--- src/rtl/msg_pakout_pkg.sv ---
// Shared field widths and FSM state types for the message-to-packet serializer.
package msg_pakout_pkg;

  localparam int NS_ADDRESS_SIZE = 6;
  localparam int NS_DATA_SIZE    = 4;
  localparam int NS_REDUN_SIZE   = 4;
  localparam int NS_PACKET_SIZE  = 4;

  typedef enum logic {
    I_IDLE,
    I_ACK
  } istate_t;

  typedef enum logic [1:0] {
    O_IDLE,
    O_REQ,
    O_REL
  } ostate_t;

endpackage

--- src/rtl/msg_pakout_calc_redun.sv ---
// Redundancy code of a message: XOR fold of {src, dst, dat} in RSZ-bit chunks.
// Purely combinational; no handshake.
module msg_pakout_calc_redun #(
  parameter int ASZ = 6,
  parameter int DSZ = 4,
  parameter int RSZ = 4
) (
  input  logic [ASZ-1:0] src,
  input  logic [ASZ-1:0] dst,
  input  logic [DSZ-1:0] dat,
  output logic [RSZ-1:0] red
);

  localparam int IW  = 2*ASZ + DSZ;
  localparam int NCH = (IW + RSZ - 1) / RSZ;

  logic [NCH*RSZ-1:0] padded;

  always_comb begin
    padded         = '0;
    padded[IW-1:0] = {src, dst, dat};
    red            = '0;
    for (int k = 0; k < NCH; k++) begin
      red = red ^ padded[k*RSZ +: RSZ];
    end
  end

endmodule

--- src/rtl/msg_pakout.sv ---
// Serializes four-phase messages into TOT_PKS PSZ-bit packets (LSB first) via a one-message hold buffer.
// Registered outputs; i_ack withheld while the hold buffer is full, each packet waits for its o_ack cycle.
module msg_pakout
  import msg_pakout_pkg::*;
#(
  parameter int ASZ = NS_ADDRESS_SIZE,
  parameter int DSZ = NS_DATA_SIZE,
  parameter int RSZ = NS_REDUN_SIZE,
  parameter int PSZ = NS_PACKET_SIZE
) (
  input  logic           clk,
  input  logic           reset,
  input  logic [ASZ-1:0] i_src,
  input  logic [ASZ-1:0] i_dst,
  input  logic [DSZ-1:0] i_dat,
  input  logic [RSZ-1:0] i_red,
  input  logic           i_req,
  output logic           i_ack,
  output logic [PSZ-1:0] o_pak,
  output logic           o_req,
  input  logic           o_ack,
  output logic           err_red,
  output logic           busy
);

  localparam int MSZ     = 2*ASZ + DSZ + RSZ;
  localparam int TOT_PKS = MSZ / PSZ + 1;
  localparam int WW      = TOT_PKS * PSZ;
  localparam int IDXW    = (TOT_PKS > 1) ? $clog2(TOT_PKS) : 1;
  localparam logic [IDXW-1:0] LAST_IDX = IDXW'(TOT_PKS - 1);

  istate_t        istate_q, istate_d;
  ostate_t        ostate_q, ostate_d;
  logic           i_ack_q, i_ack_d;
  logic [MSZ-1:0] hold_q, hold_d;
  logic           hold_full_q, hold_full_d;
  logic [WW-1:0]  shift_q, shift_d;
  logic [IDXW-1:0] idx_q, idx_d;
  logic           o_req_q, o_req_d;
  logic [PSZ-1:0] o_pak_q, o_pak_d;
  logic           err_red_q, err_red_d;
  logic           busy_q, busy_d;
  logic           hold_put, hold_take;
  logic [WW-1:0]  load_w;
  logic [RSZ-1:0] red_calc;

  msg_pakout_calc_redun #(
    .ASZ(ASZ),
    .DSZ(DSZ),
    .RSZ(RSZ)
  ) u_calc_redun (
    .src(i_src),
    .dst(i_dst),
    .dat(i_dat),
    .red(red_calc)
  );

  always_comb begin
    istate_d  = istate_q;
    i_ack_d   = i_ack_q;
    hold_d    = hold_q;
    hold_put  = 1'b0;
    err_red_d = err_red_q;
    case (istate_q)
      I_IDLE: begin
        if (i_req && !hold_full_q) begin
          hold_d   = {i_src, i_dst, i_dat, i_red};
          hold_put = 1'b1;
          i_ack_d  = 1'b1;
          istate_d = I_ACK;
          if (i_red != red_calc) err_red_d = 1'b1;
        end
      end
      I_ACK: begin
        if (!i_req) begin
          i_ack_d  = 1'b0;
          istate_d = I_IDLE;
        end
      end
      default: istate_d = I_IDLE;
    endcase
  end

  // Load and write never coincide: writes need hold empty, loads need hold full.
  always_comb begin
    ostate_d  = ostate_q;
    shift_d   = shift_q;
    idx_d     = idx_q;
    o_req_d   = o_req_q;
    o_pak_d   = o_pak_q;
    hold_take = 1'b0;
    load_w    = '0;
    case (ostate_q)
      O_IDLE: begin
        if (hold_full_q) hold_take = 1'b1;
      end
      O_REQ: begin
        if (o_ack) begin
          o_req_d  = 1'b0;
          ostate_d = O_REL;
        end
      end
      O_REL: begin
        if (!o_ack) begin
          if (idx_q < LAST_IDX) begin
            idx_d    = idx_q + IDXW'(1);
            o_pak_d  = shift_q[PSZ-1:0];
            shift_d  = shift_q >> PSZ;
            o_req_d  = 1'b1;
            ostate_d = O_REQ;
          end else if (hold_full_q) begin
            hold_take = 1'b1;
          end else begin
            ostate_d = O_IDLE;
          end
        end
      end
      default: ostate_d = O_IDLE;
    endcase
    if (hold_take) begin
      load_w[MSZ-1:0] = hold_q;
      o_pak_d  = load_w[PSZ-1:0];
      shift_d  = load_w >> PSZ;
      idx_d    = '0;
      o_req_d  = 1'b1;
      ostate_d = O_REQ;
    end
  end

  assign hold_full_d = hold_put | (hold_full_q & ~hold_take);
  assign busy_d      = hold_full_d | (ostate_d != O_IDLE);

  always_ff @(posedge clk) begin
    if (reset) begin
      istate_q    <= I_IDLE;
      ostate_q    <= O_IDLE;
      i_ack_q     <= 1'b0;
      hold_q      <= '0;
      hold_full_q <= 1'b0;
      shift_q     <= '0;
      idx_q       <= '0;
      o_req_q     <= 1'b0;
      o_pak_q     <= '0;
      err_red_q   <= 1'b0;
      busy_q      <= 1'b0;
    end else begin
      istate_q    <= istate_d;
      ostate_q    <= ostate_d;
      i_ack_q     <= i_ack_d;
      hold_q      <= hold_d;
      hold_full_q <= hold_full_d;
      shift_q     <= shift_d;
      idx_q       <= idx_d;
      o_req_q     <= o_req_d;
      o_pak_q     <= o_pak_d;
      err_red_q   <= err_red_d;
      busy_q      <= busy_d;
    end
  end

  assign i_ack   = i_ack_q;
  assign o_req   = o_req_q;
  assign o_pak   = o_pak_q;
  assign err_red = err_red_q;
  assign busy    = busy_q;

endmodule

--- config.mk ---
export PLATFORM = sky130hd
export DESIGN_NAME = msg_pakout
export DESIGN_NICKNAME = d
export VERILOG_FILES = /design/src/rtl/msg_pakout_pkg.sv /design/src/rtl/msg_pakout_calc_redun.sv /design/src/rtl/msg_pakout.sv
export SDC_FILE = /design/constraint.sdc
export NUM_CORES = 1
export LEC_CHECK = 0
export CAP_MARGIN = 40
export CORE_UTILIZATION = 56
export CTS_CLUSTER_SIZE = 40
export DETAILED_ROUTE_END_ITERATION = 12
export GPL_TIMING_DRIVEN = 0
export PLACE_DENSITY = 0.82
export REMOVE_ABC_BUFFERS = 1
export SLEW_MARGIN = 25
export SYNTH_ARGS = -nofsm -noshare
export SYNTH_HDL_FRONTEND = slang
export SYNTH_SLANG_ARGS = --single-unit
--- constraint.sdc ---
create_clock -name clk -period 2.95 [get_ports clk]
set_input_delay 0.7375 -clock clk [delete_from_list [all_inputs] [get_ports clk]]
set_output_delay 0.7375 -clock clk [all_outputs]
set_load 0.02 [all_outputs]
==> results of run 1 <==
## worst max-delay path, delay by kind of cell
kind	cells	cell delay [ps]
buf+inv	1	570
compound gates	2	980
simple gates	1	250
## cells by family (layout without fill, tap and decap cells)
kind of cell / count (synthesis) / after routing / share of synthesized area [%]
AOI/OAI and AO/OA: 76 / 76 / 22.2
xor gates and xnor gates: 15 / 15 / 8.38
adders and majority gates: 1 / 1 / 0.562
buffers and inverters: 26 / 47 / 5.96
DFF: 51 / 51 / 45.9
muxes: 1 / 1 / 0.450
and+or+nand+nor: 86 / 86 / 16.6
## routing by layer
layer,routed length [um],vias to the layer above,part of all wire (%),track usage (%)
li1,-,947,-,-
met1,2100,882,45,30.7
met2,2280,39,49,39.3
met3,212,4,4.6,5.99
met4,31,0,0.67,6.52
met5,0,-,0,0
## area by class of cell
| class | count | share of cell area (%) |
|---|---|---|
| Tap cell | 48 | 2.31 |
| Timing Repair Buffer | 35 | 13.4 |
| Sequential cell | 51 | 39.2 |
| Clock buffer | 5 | 2.64 |
| Clock inverter | 3 | 0.576 |
| Inverter | 4 | 0.576 |
| Multi-Input combinational cell | 179 | 41.4 |
## per-stage QoR
| stage | cells | hold WS [ps] | setup TNS, ps | worst slack (ps) | util (%) |
|---|---|---|---|---|---|
| after floorplan | 234 | 430 | 0 | 534 | - |
| after global placement | 313 | 438 | -13100 | -743 | 66.2 |
| after detailed placement | 317 | 440 | 0 | 315 | 67.3 |
| after CTS | 325 | 459 | 0 | 634 | 69.6 |
| after global routing | 325 | 478 | 0 | 419 | 69.6 |
| final | 325 | 458 | 0 | 625 | 69.6 |
## worst paths after layout
| kind | start | endpoint | slack [ps] |
|---|---|---|---|
| worst max-delay path | o_ack | o_req | 630 |
| worst min-delay path | err_red | err_red | 460 |
| worst max register to register | idx_q[0] | o_req | 1010 |
| worst min register to register | err_red | err_red | 460 |
## report_power, final
part / internal [mW] / switching [mW] / total [mW]
Clock: 0.163 / 0.226 / 0.389
Sequential: 0.727 / 0.0239 / 0.751
Combinational: 0.111 / 0.123 / 0.234
Total: 1.00 / 0.373 / 1.37
## state kept, by name, summed over array words and instances, names as in the netlist, 2 cells and up
signal    flops
shift_q      16
idx_q         3
ostate_q      2
hold_q       20
o_pak         4
## cell usage in the layout (no fill, tap or decap), drive strengths merged, types with 2 or more instances in the layout
| cell type | Yosys | final |
|---|---|---|
| xnor2 | 6 | 6 |
| inv | 4 | 4 |
| clkinv | 0 | 3 |
| nor2 | 4 | 4 |
| a311oi | 8 | 8 |
| o211ai | 12 | 12 |
| buf | 11 | 5 |
| nor2b | 2 | 2 |
| xnor3 | 4 | 4 |
| dfxtp | 51 | 51 |
| xor2 | 5 | 5 |
| clkbuf | 11 | 5 |
| a32oi | 8 | 8 |
| nand2 | 57 | 57 |
| o21ai | 4 | 4 |
| nand3 | 5 | 5 |
| a21oi | 38 | 38 |
| nor3 | 13 | 13 |
| clkdlybuf4s50 | 0 | 30 |
| o21a | 2 | 2 |
==> qor.yml, run 1 <==
drt-initial-drc-count: 119
place_hpwl_mm: 3.02
synth_top_area_share_pct: 45.9
period_needed_ps: 2320
hold_depth: 2
die_x_um: 65.0
crit_path_max_fanout: 22
syn_area_um2: 2230
cts_tree: "done"
htreeDepth: 2
drv_cap: 0
worstPathCellList: "clkdlybuf4s50_1 -> o21a_1 -> nor2_1 -> o31a_1"
post_drt_wl_per_cell_um: 14.2
placement.io_buffers: 31
start_kind: "input port"
drv_slew: 0
max-clock-path-buffers: 2
insertion_delay_ps: 310
post_drt_via_cell_ratio: 5.76
timing.fmax_mhz: 430
slew_headroom_pct: 43.4
syn_inst: 256
post_cts.repair.setup_buffers: 0
antenna_found_initial: 0
crit_slowest_cell: "o21a_1"
hp-class: "reg2reg"
diodes: 0
io_pins: 32
synth_seq_cells: 51
globalplace.congestion: 0.758
netlist_top_cells_area: "dfxtp_1 (46%), nand2_1 (9.6%), a21oi_1 (8.5%), o211ai_1 (4.0%), xnor3_1 (4.0%)"
synth_area_leader_cell: "dfxtp_1"
crit_arrival_ps: 2540
holdBufCountCts: 0
coreArea_um2: 3740
vdd_drop_max_mv: 0.315
multi_input_area_um2: 1080
synth_warnings: 0
synth_most_common_cell: "nand2_1"
grtUsageTotal_pct: 23.8
cts_resized: 0
cts-root-buf: "clkbuf_8"
grt_pass1_wl_mm: 7.72
post-route-drc-count: 0
drt-total-wl_mm: 4.63
final_net_count: 301
endpoint_kind: "register"
status: "finished clean"
ant_nets: 0
syn_avg_cell_area_um2: 8.69
worst_path_largest_cell_delay_ps: 690
fill_cells: 333
grt_max_degree: 34
die_h_um: 65.0
grt_overflow: 0
synth_enable_flop_cells: 0
placedInstanceArea_um2: 2520
regArea_um2: 1020
p_leak_nw: 0.926
finClkSkew_ps: 8.54
clock_sinks: 51
worstSetupPathType: "in2reg"
tightest_slew_ps: 849
numCtsBuffers: 5
synthDistinctLibCells: 35
die-area_um2: 4230
r2r_cells: 4
hold_violations: 0
design_power_total_mw: 1.37
grt_pass1_vias: 1682
dr_total_vias: 1872
final_area_um2: 2610
ys_seq_area_share_pct: 45.9
rows: 22
area_growth_pct: 17.0
ys.flop_type: "dfxtp_1"
start_util_pct: 59.5
drive_above_1_share_pct: 5.78
powerDensity_nw_per_um2: 528
min_period_over_period_pct: 78.8
worstPathRequired_ps: 3160
yosys-top-cells-count: "nand2_1 (57), dfxtp_1 (51), a21oi_1 (38), nor3_1 (12), o211ai_1 (12)"
clk_pin_slew_ps: 90
setup_violations: 0
dr.pass1.iters: 4
async_reset_ff_share_pct: 0
rsz0062_at_grt: "no"
(Power assumes the default switching activity.)
==> inputs of run 2 (changes only) <==
--- a/config.mk
+++ b/config.mk
@@ -6,11 +6,11 @@
 export NUM_CORES = 1
 export LEC_CHECK = 0
 export CAP_MARGIN = 40
-export CORE_UTILIZATION = 56
+export CORE_UTILIZATION = 53
 export CTS_CLUSTER_SIZE = 40
 export DETAILED_ROUTE_END_ITERATION = 12
 export GPL_TIMING_DRIVEN = 0
-export PLACE_DENSITY = 0.82
+export PLACE_DENSITY = 0.78
 export REMOVE_ABC_BUFFERS = 1
 export SLEW_MARGIN = 25
 export SYNTH_ARGS = -nofsm -noshare
==> constraint.sdc (replaced) <==
create_clock -name clk -period 2.15 [get_ports clk]
set_input_delay 0.5375 -clock clk [delete_from_list [all_inputs] [get_ports clk]]
set_output_delay 0.5375 -clock clk [all_outputs]
set_load 0.02 [all_outputs]
==> run 2 against run 1 <==
Register-to-register slack worse by 690 ps. Non-clock buffer count up 1. Via count increased by 0.91%. Sequential share of layout area shrank 0.61 points. Cell count grew 0.92%. Final area grew 1.6%. Setup slack got worse by 450 ps. Wire length grew 4.8%. Global-route usage about the same. Hold slack improved by 5.1 ps. Die area is 5.5% higher. Clock-buffer cell count increased by 3. Critical path type unchanged. Highest routed layer unchanged.
==> qor.yml, run 2 (synthesis gave the netlist of run 1 again) <==
placement.io_buffers: 31  # unchanged
top_register: "hold_q"  # unchanged
post_drt_wl_per_cell_um: 14.8  # was 14.2 um
holdBufCountCts: 0  # unchanged
cts_resized: 0  # unchanged
io_pins: 32  # unchanged
worstPathRequired_ps: 2370  # was 3160 ps
crit_slowest_cell: "clkdlybuf4s50_1"  # was o21a_1
rows: 23  # was 22
post_drt_via_cell_ratio: 5.76  # about the same
layout_setup_ws_ps: 176  # was 625 ps
final_cell_mix: "nand2_1 (57), dfxtp_1 (51), a21oi_1 (38)"  # unchanged
coreArea_um2: 4030  # was 3740 um2
regArea_um2: 1020  # unchanged
post-route-drc-count: 0  # unchanged
multi_input_area_um2: 1080  # about the same
largest_reg_flops: 20  # unchanged
ant_nets: 0  # unchanged
final_common_cell: "nand2_1"  # unchanged
final_net_count: 302  # was 301
crit_buf_inv: 2  # was 1
start_util_pct: 55.2  # was 59.5%
dr.pass1.iters: 5  # was 4
status: "finished clean"  # unchanged
crit_family: "buffers and inverters"  # was compound AO/OA/AOI/OAI gates
crit_arrival_ps: 2200  # was 2540 ps
p_leak_nw: 0.939  # was 0.926 nW
endpoint_kind: "register"  # unchanged
setup_violations: 0  # unchanged
die_x_um: 66.8  # was 65.0 um
tightest_slew_ps: 820  # was 849 ps
preCtsSetupSlack_ps: -304  # was 315 ps
clock_sinks: 51  # unchanged
drt-total-wl_mm: 4.85  # was 4.63 mm
powerDensity_nw_per_um2: 740  # was 528 nW/um2
insertion_delay_ps: 310  # about the same
worstPathCellList: "clkdlybuf4s50_1 -> o21ai_1 -> buf_4 -> nand2_1 -> a311oi_1"  # was clkdlybuf4s50_1 -> o21a_1 -> nor2_1 -> o31a_1
cts_tree: "done"  # unchanged
globalplace.congestion: 0.693  # was 0.758
htreeDepth: 2  # unchanged
grt_overflow: 0  # unchanged
max-clock-path-buffers: 2  # unchanged
fin_hold_ws_ps: 463  # was 458 ps
period_needed_ps: 1970
worstSetupPathType: "in2reg"  # unchanged
area_growth_pct: 18.9  # was 17.0%
hp-class: "reg2reg"  # unchanged
hold_violations: 0  # unchanged
numCtsBuffers: 5  # unchanged
diodes: 0  # unchanged
drv_slew: 0  # unchanged
grt_max_degree: 27  # was 34
dr_total_vias: 1889  # was 1872
grt_pass1_vias: 1674  # was 1682
min_period_over_period_pct: 91.8
grt_pass1_wl_mm: 7.98  # was 7.72 mm
grtUsageTotal_pct: 23.8  # about the same
die-area_um2: 4460  # was 4230 um2
start_kind: "input port"  # unchanged
fill_cells: 356  # was 333
drv_cap: 0  # unchanged
timing.fmax_mhz: 507
cts-root-buf: "clkbuf_8"  # unchanged
drt-initial-drc-count: 173  # was 119
post_cts.repair.setup_buffers: 0  # unchanged
slew_headroom_pct: 45.3  # was 43.4%
antenna_found_initial: 0  # unchanged
clk_pin_slew_ps: 90  # about the same
rsz0062_at_grt: "no"  # unchanged
die_h_um: 66.8  # was 65.0 um
crit_path_max_fanout: 10  # was 22
drive_above_1_share_pct: 6.83  # was 5.78%
worst_path_largest_cell_delay_ps: 500  # was 690 ps
place_hpwl_mm: 3.08  # was 3.02 mm
finClkSkew_ps: 5.78  # was 8.54 ps
vdd_drop_max_mv: 0.356  # was 0.315 mV
[run 2: per-stage QoR]
| stage | cell area (um2) | setup TNS [ps] | instances | power [mW] | util [%] |
|---|---|---|---|---|---|
| 5_1_grt | 2650 | 0 | 328 | 2.05 | 65.7 |
| 3_5_place_dp | 2540 | -5960 | 320 | 1.38 | 63.0 |
| 6_report | 2650 | 0 | 328 | 1.96 | 65.7 |
| 2_1_floorplan | 2110 | -66.1 | 234 | 1.22 | - |
| 3_3_place_gp | 2480 | -43070 | 315 | 1.36 | 61.6 |
| 4_1_cts | 2640 | 0 | 328 | 1.96 | 65.5 |
[run 2: path summary, 6_finish.rpt]
| path | startpoint | cells past startpoint | slack (ps) | to |
|---|---|---|---|---|
| max | o_ack | 5 | 180 | shift_q[2] |
| min | hold_q[4] | 2 | 460 | hold_q[4] |
| max reg2reg | ostate_q[0] | 3 | 320 | o_req |
| min reg2reg | hold_q[4] | 2 | 460 | hold_q[4] |
[run 2: area by class of cell]
| cell class | count | share of cell area (%) |
|---|---|---|
| clock buffer | 8 | 3.78 |
| inverter | 4 | 0.567 |
| multi-input combinational | 179 | 41.0 |
| sequential | 51 | 38.6 |
| tap | 50 | 2.36 |
| timing repair buffer | 36 | 13.7 |
[run 2: tightest hold or removal path, delay by kind of cell (launching register included)]
family / cells / cell delay (ps)
DFF: 1 / 320
and+or+nand+nor: 1 / 50
AOI/OAI and AO/OA: 1 / 50
[run 2: where the power goes]
| part | internal, mW | switching (mW) |
|---|---|---|
| Combinational | 0.156 | 0.171 |
| Clock | 0.294 | 0.305 |
| Sequential | 0.998 | 0.0335 |
[run 2: per-layer routing]
metal  part of all wire (%)  track usage, %
met1                     48            30.9
met2                     47            39.0
met3                    3.3            4.62
met4                    1.5            7.98
met5                      0               0
==> inputs of run 3 (changes only) <==
--- a/config.mk
+++ b/config.mk
@@ -5,12 +5,14 @@
 export SDC_FILE = /design/constraint.sdc
 export NUM_CORES = 1
 export LEC_CHECK = 0
+export ABC_AREA = 1
 export CAP_MARGIN = 40
-export CORE_UTILIZATION = 53
+export CORE_MARGIN = 10
+export CORE_UTILIZATION = 54
 export CTS_CLUSTER_SIZE = 40
 export DETAILED_ROUTE_END_ITERATION = 12
 export GPL_TIMING_DRIVEN = 0
-export PLACE_DENSITY = 0.78
+export PLACE_DENSITY = 0.79
 export REMOVE_ABC_BUFFERS = 1
 export SLEW_MARGIN = 25
 export SYNTH_ARGS = -nofsm -noshare
==> run 3 against run 2 <==
Sequential share of layout area fell by 0.50 points. Sequential cell count did not move. Synthesized area rose by 2.2%. Synthesized cell count rose by 20%. Via count rose by 3.7%. Critical path depth rose by 2. Combinational power fell by 5%. Register-to-register slack improved by 180 ps. Critical endpoint is now hold_q[7]. Largest power group unchanged.
==> qor.yml, run 3 <==
preCtsSetupSlack_ps: -342  # was -304 ps
powerDensity_nw_per_um2: 710  # was 740 nW/um2
max-clock-path-buffers: 2  # unchanged
grt_max_degree: 26  # was 27
synth-simple-area-share_pct: 22.9  # was 16.6%
dr.pass1.iters: 4  # was 5
status: "finished clean"  # unchanged
start_kind: "input port"  # unchanged
holdBufCountCts: 0  # unchanged
diodes: 0  # unchanged
dr_total_vias: 1958  # was 1889
p_sw_share_pct: 27.8  # was 26.0%
hold_violations: 0  # unchanged
setup.worst_path.start: "i_req"  # was o_ack
p_seq_share_pct: 54.6  # was 52.7%
met1_length_mm: 2.17  # was 2.32 mm
setup_violations: 0  # unchanged
final_cell_mix: "nand2_1 (86), dfxtp_1 (51), a21oi_1 (39)"  # was nand2_1 (57), dfxtp_1 (51), a21oi_1 (38)
placement.io_buffers: 31  # unchanged
largest_reg_flops: 20  # unchanged
syn_inst: 308  # was 256
insertion_delay_ps: 310  # about the same
wl_met2_mm: 2.19  # was 2.29 mm
io_pins: 32  # unchanged
die-area_um2: 7210  # was 4460 um2
synth_area_leader_cell: "dfxtp_1"  # unchanged
p_leak_nw: 1.16  # was 0.939 nW
antenna_found_initial: 0  # unchanged
synth_warnings: 0  # unchanged
grt_pass1_vias: 1800  # was 1674
fin_cells: 386  # was 328
synth_most_common_cell: "nand2_1"  # unchanged
worstSetupPathType: "in2reg"  # unchanged
cts_tree: "done"  # unchanged
synthDistinctLibCells: 28  # was 35
period_needed_ps: 1990  # was 1970 ps
post-route-drc-count: 0  # unchanged
min_period_over_period_pct: 92.6  # was 91.8%
crit_path_max_fanout: 15  # was 10
tightest_slew_ps: 598  # was 820 ps
vdd_drop_max_mv: 0.450  # was 0.356 mV
place_hpwl_mm: 3.30  # was 3.08 mm
p_clk_share_pct: 29.0  # was 30.6%
timing.fmax_mhz: 502  # was 507 MHz
hp-class: "reg2reg"  # unchanged
async_reset_ff_share_pct: 0  # unchanged
crit_arrival_ps: 2180  # was 2200 ps
crit_end: "hold_q[7]"  # was shift_q[2]
drv_slew: 0  # unchanged
clock_sinks: 51  # unchanged
final_common_cell: "nand2_1"  # unchanged
coreArea_um2: 4030  # unchanged
ys_seq_area_share_pct: 44.9  # was 45.9%
synthXorXnorAreaFrac_pct: 2.31  # was 8.38%
synthMuxAreaShare_pct: 0  # was 0.450%
grtUsageTotal_pct: 12.4  # was 23.8%
synth_seq_cells: 51  # unchanged
post_drt_wl_per_cell_um: 11.9  # was 14.8 um
drv_cap: 0  # unchanged
synth_enable_flop_cells: 0  # unchanged
grt_overflow: 0  # unchanged
p_sw_mw: 0.529  # was 0.510 mW
finClkSkew_ps: 11.7  # was 5.78 ps
dp.cells: 378  # was 320
top_register: "hold_q"  # unchanged
layout_setup_ws_ps: 160  # was 176 ps
rsz0062_at_grt: "no"  # unchanged
ys.flop_type: "dfxtp_1"  # unchanged
numCtsBuffers: 5  # unchanged
synthAdderAreaFrac_pct: 0.550  # was 0.562%
drt-initial-drc-count: 107  # was 173
netlist_top_cells_area: "dfxtp_1 (45%), nand2_1 (14%), a21oi_1 (8.6%), inv_1 (5.6%), o21ai_0 (5.1%)"  # was dfxtp_1 (46%), nand2_1 (9.6%), a21oi_1 (8.5%), o211ai_1 (4.0%), xnor3_1 (4.0%)
synth_top_family_by_area: "simple AND/OR/NAND/NOR gates"  # was compound AO/OA/AOI/OAI gates
area_growth_pct: 17.8  # was 18.9%
syn_area_um2: 2280  # was 2230 um2
start_util_pct: 56.5  # was 55.2%
cts-root-buf: "clkbuf_8"  # unchanged
worstPathRequired_ps: 2340  # was 2370 ps
syn_avg_cell_area_um2: 7.39  # was 8.69 um2
endpoint_kind: "register"  # unchanged
grt_pass1_wl_mm: 7.62  # was 7.98 mm
combPwrFrac_pct: 16.4  # was 16.7%
synth-compound-area-share_pct: 18.7  # was 22.2%
die_h_um: 84.9  # was 66.8 um
synth_top_area_share_pct: 44.9  # was 45.9%
ant_nets: 0  # unchanged
die_x_um: 84.9  # was 66.8 um
globalplace.congestion: 0.749  # was 0.693
fill_cells: 357  # was 356
clk_pin_slew_ps: 90  # about the same
htreeDepth: 2  # unchanged
r2r_setup_slack_ps: 500  # was 320 ps
yosys-top-cells-count: "nand2_1 (86), dfxtp_1 (51), a21oi_1 (39), inv_1 (34), o21ai_0 (23)"  # was nand2_1 (57), dfxtp_1 (51), a21oi_1 (38), nor3_1 (12), o211ai_1 (12)
final_net_count: 360  # was 302
slew_headroom_pct: 60.0  # was 45.3%
rows: 23  # unchanged
r2r_cells: 5  # was 3
met3WireLength_um: 163  # was 160 um
drive_above_1_share_pct: 6.55  # was 6.83%
r2r_end: "hold_q[7]"  # was o_req
drt-total-wl_mm: 4.59  # was 4.85 mm
intPower_mw: 1.38  # was 1.45 mW
topRoutingLayerUsed: "met4"  # unchanged
timing.rr.start: "hold_full_q"  # was ostate_q[0]
post_drt_via_cell_ratio: 5.07  # was 5.76
run 3: changes by cell type after synthesis, sizes merged, moves of 8 or more:
cell	delta
inv	+32
o211ai	-12
nor3	-12
a32oi	-8
nor2	+17
o21ai	+20
a21boi	+12
nand2	+33
a311oi	-8
run 3: worst min path at each step:
stage                      endpoint      start  slack, ps  cells past startpoint
after floorplan           hold_q[5]  hold_q[5]        420                      2
after global placement    hold_q[8]  hold_q[8]        430                      2
after detailed placement    err_red    err_red        440                      2
after CTS                 hold_q[7]  hold_q[7]        460                      2
after global routing      hold_q[8]  hold_q[8]        480                      2
final                     hold_q[5]  hold_q[5]        460                      2
run 3: what timing repair did:
| item | in CTS | in global routing |
|---|---|---|
| gates cloned | 0 | 0 |
| endpoints found under the hold margin | 0 | 0 |
| setup buffers | 0 | 0 |
| gates resized for setup | 1 | 2 |
| setup endpoints to repair | 4 | 24 |
run 3: worst max-delay path: stages:
cell and delay (ps):
clkdlybuf4s50_1 470, inv_1 80, nor3_4 310, buf_4 230, inv_1 240, o21ai_0 250
a21oi_1 50
run 3: logic make-up after synthesis:
family,Yosys count
DFF,51
xor gates and xnor gates,6
AOI/OAI and AO/OA,77
adders and majority gates,1
buffers and inverters,50
and+or+nand+nor,123
run 3: through the flow:
stage / power, mW / TNS [ps] / util (%) / hold slack, ps / area (um2)
global route: 2.01 / 0 / 66.6 / 480 / 2680
finish: 1.90 / 0 / 66.6 / 456 / 2680
CTS: 1.91 / 0 / 66.3 / 462 / 2670
detailed placement: 1.37 / -8290 / 64.0 / 444 / 2580
floorplan: 1.23 / -7160 / - / 422 / 2170
global placement: 1.35 / -45080 / 63.2 / 433 / 2540
run 3: metal layers:
metal | GRT usage, % | vias up
met4 | 5.69 | 0
met3 | 3.35 | 7
met2 | 21.6 | 27
met1 | 13.8 | 893
met5 | 0 | -
li1 | - | 1031
run 3: power groups by stage:
stage	clock [mW]	combinational [mW]	sequential (mW)
after floorplan	0	0.164	1.07
after global placement	0	0.296	1.06
after detailed placement	0	0.312	1.06
after CTS	0.561	0.314	1.04
after global routing	0.605	0.352	1.05
final	0.552	0.312	1.04
run 3: final cells by class:
cell class	instances	area (um2)	share of cell area, %
Inverter	36	144	5.37
Clock buffer	6	72.6	2.71
Clock inverter	2	16.3	0.607
Multi-Input combinational cell	207	1020	38.1
Sequential cell	51	1020	38.1
Tap cell	50	62.6	2.33
Timing Repair Buffer	34	343	12.8
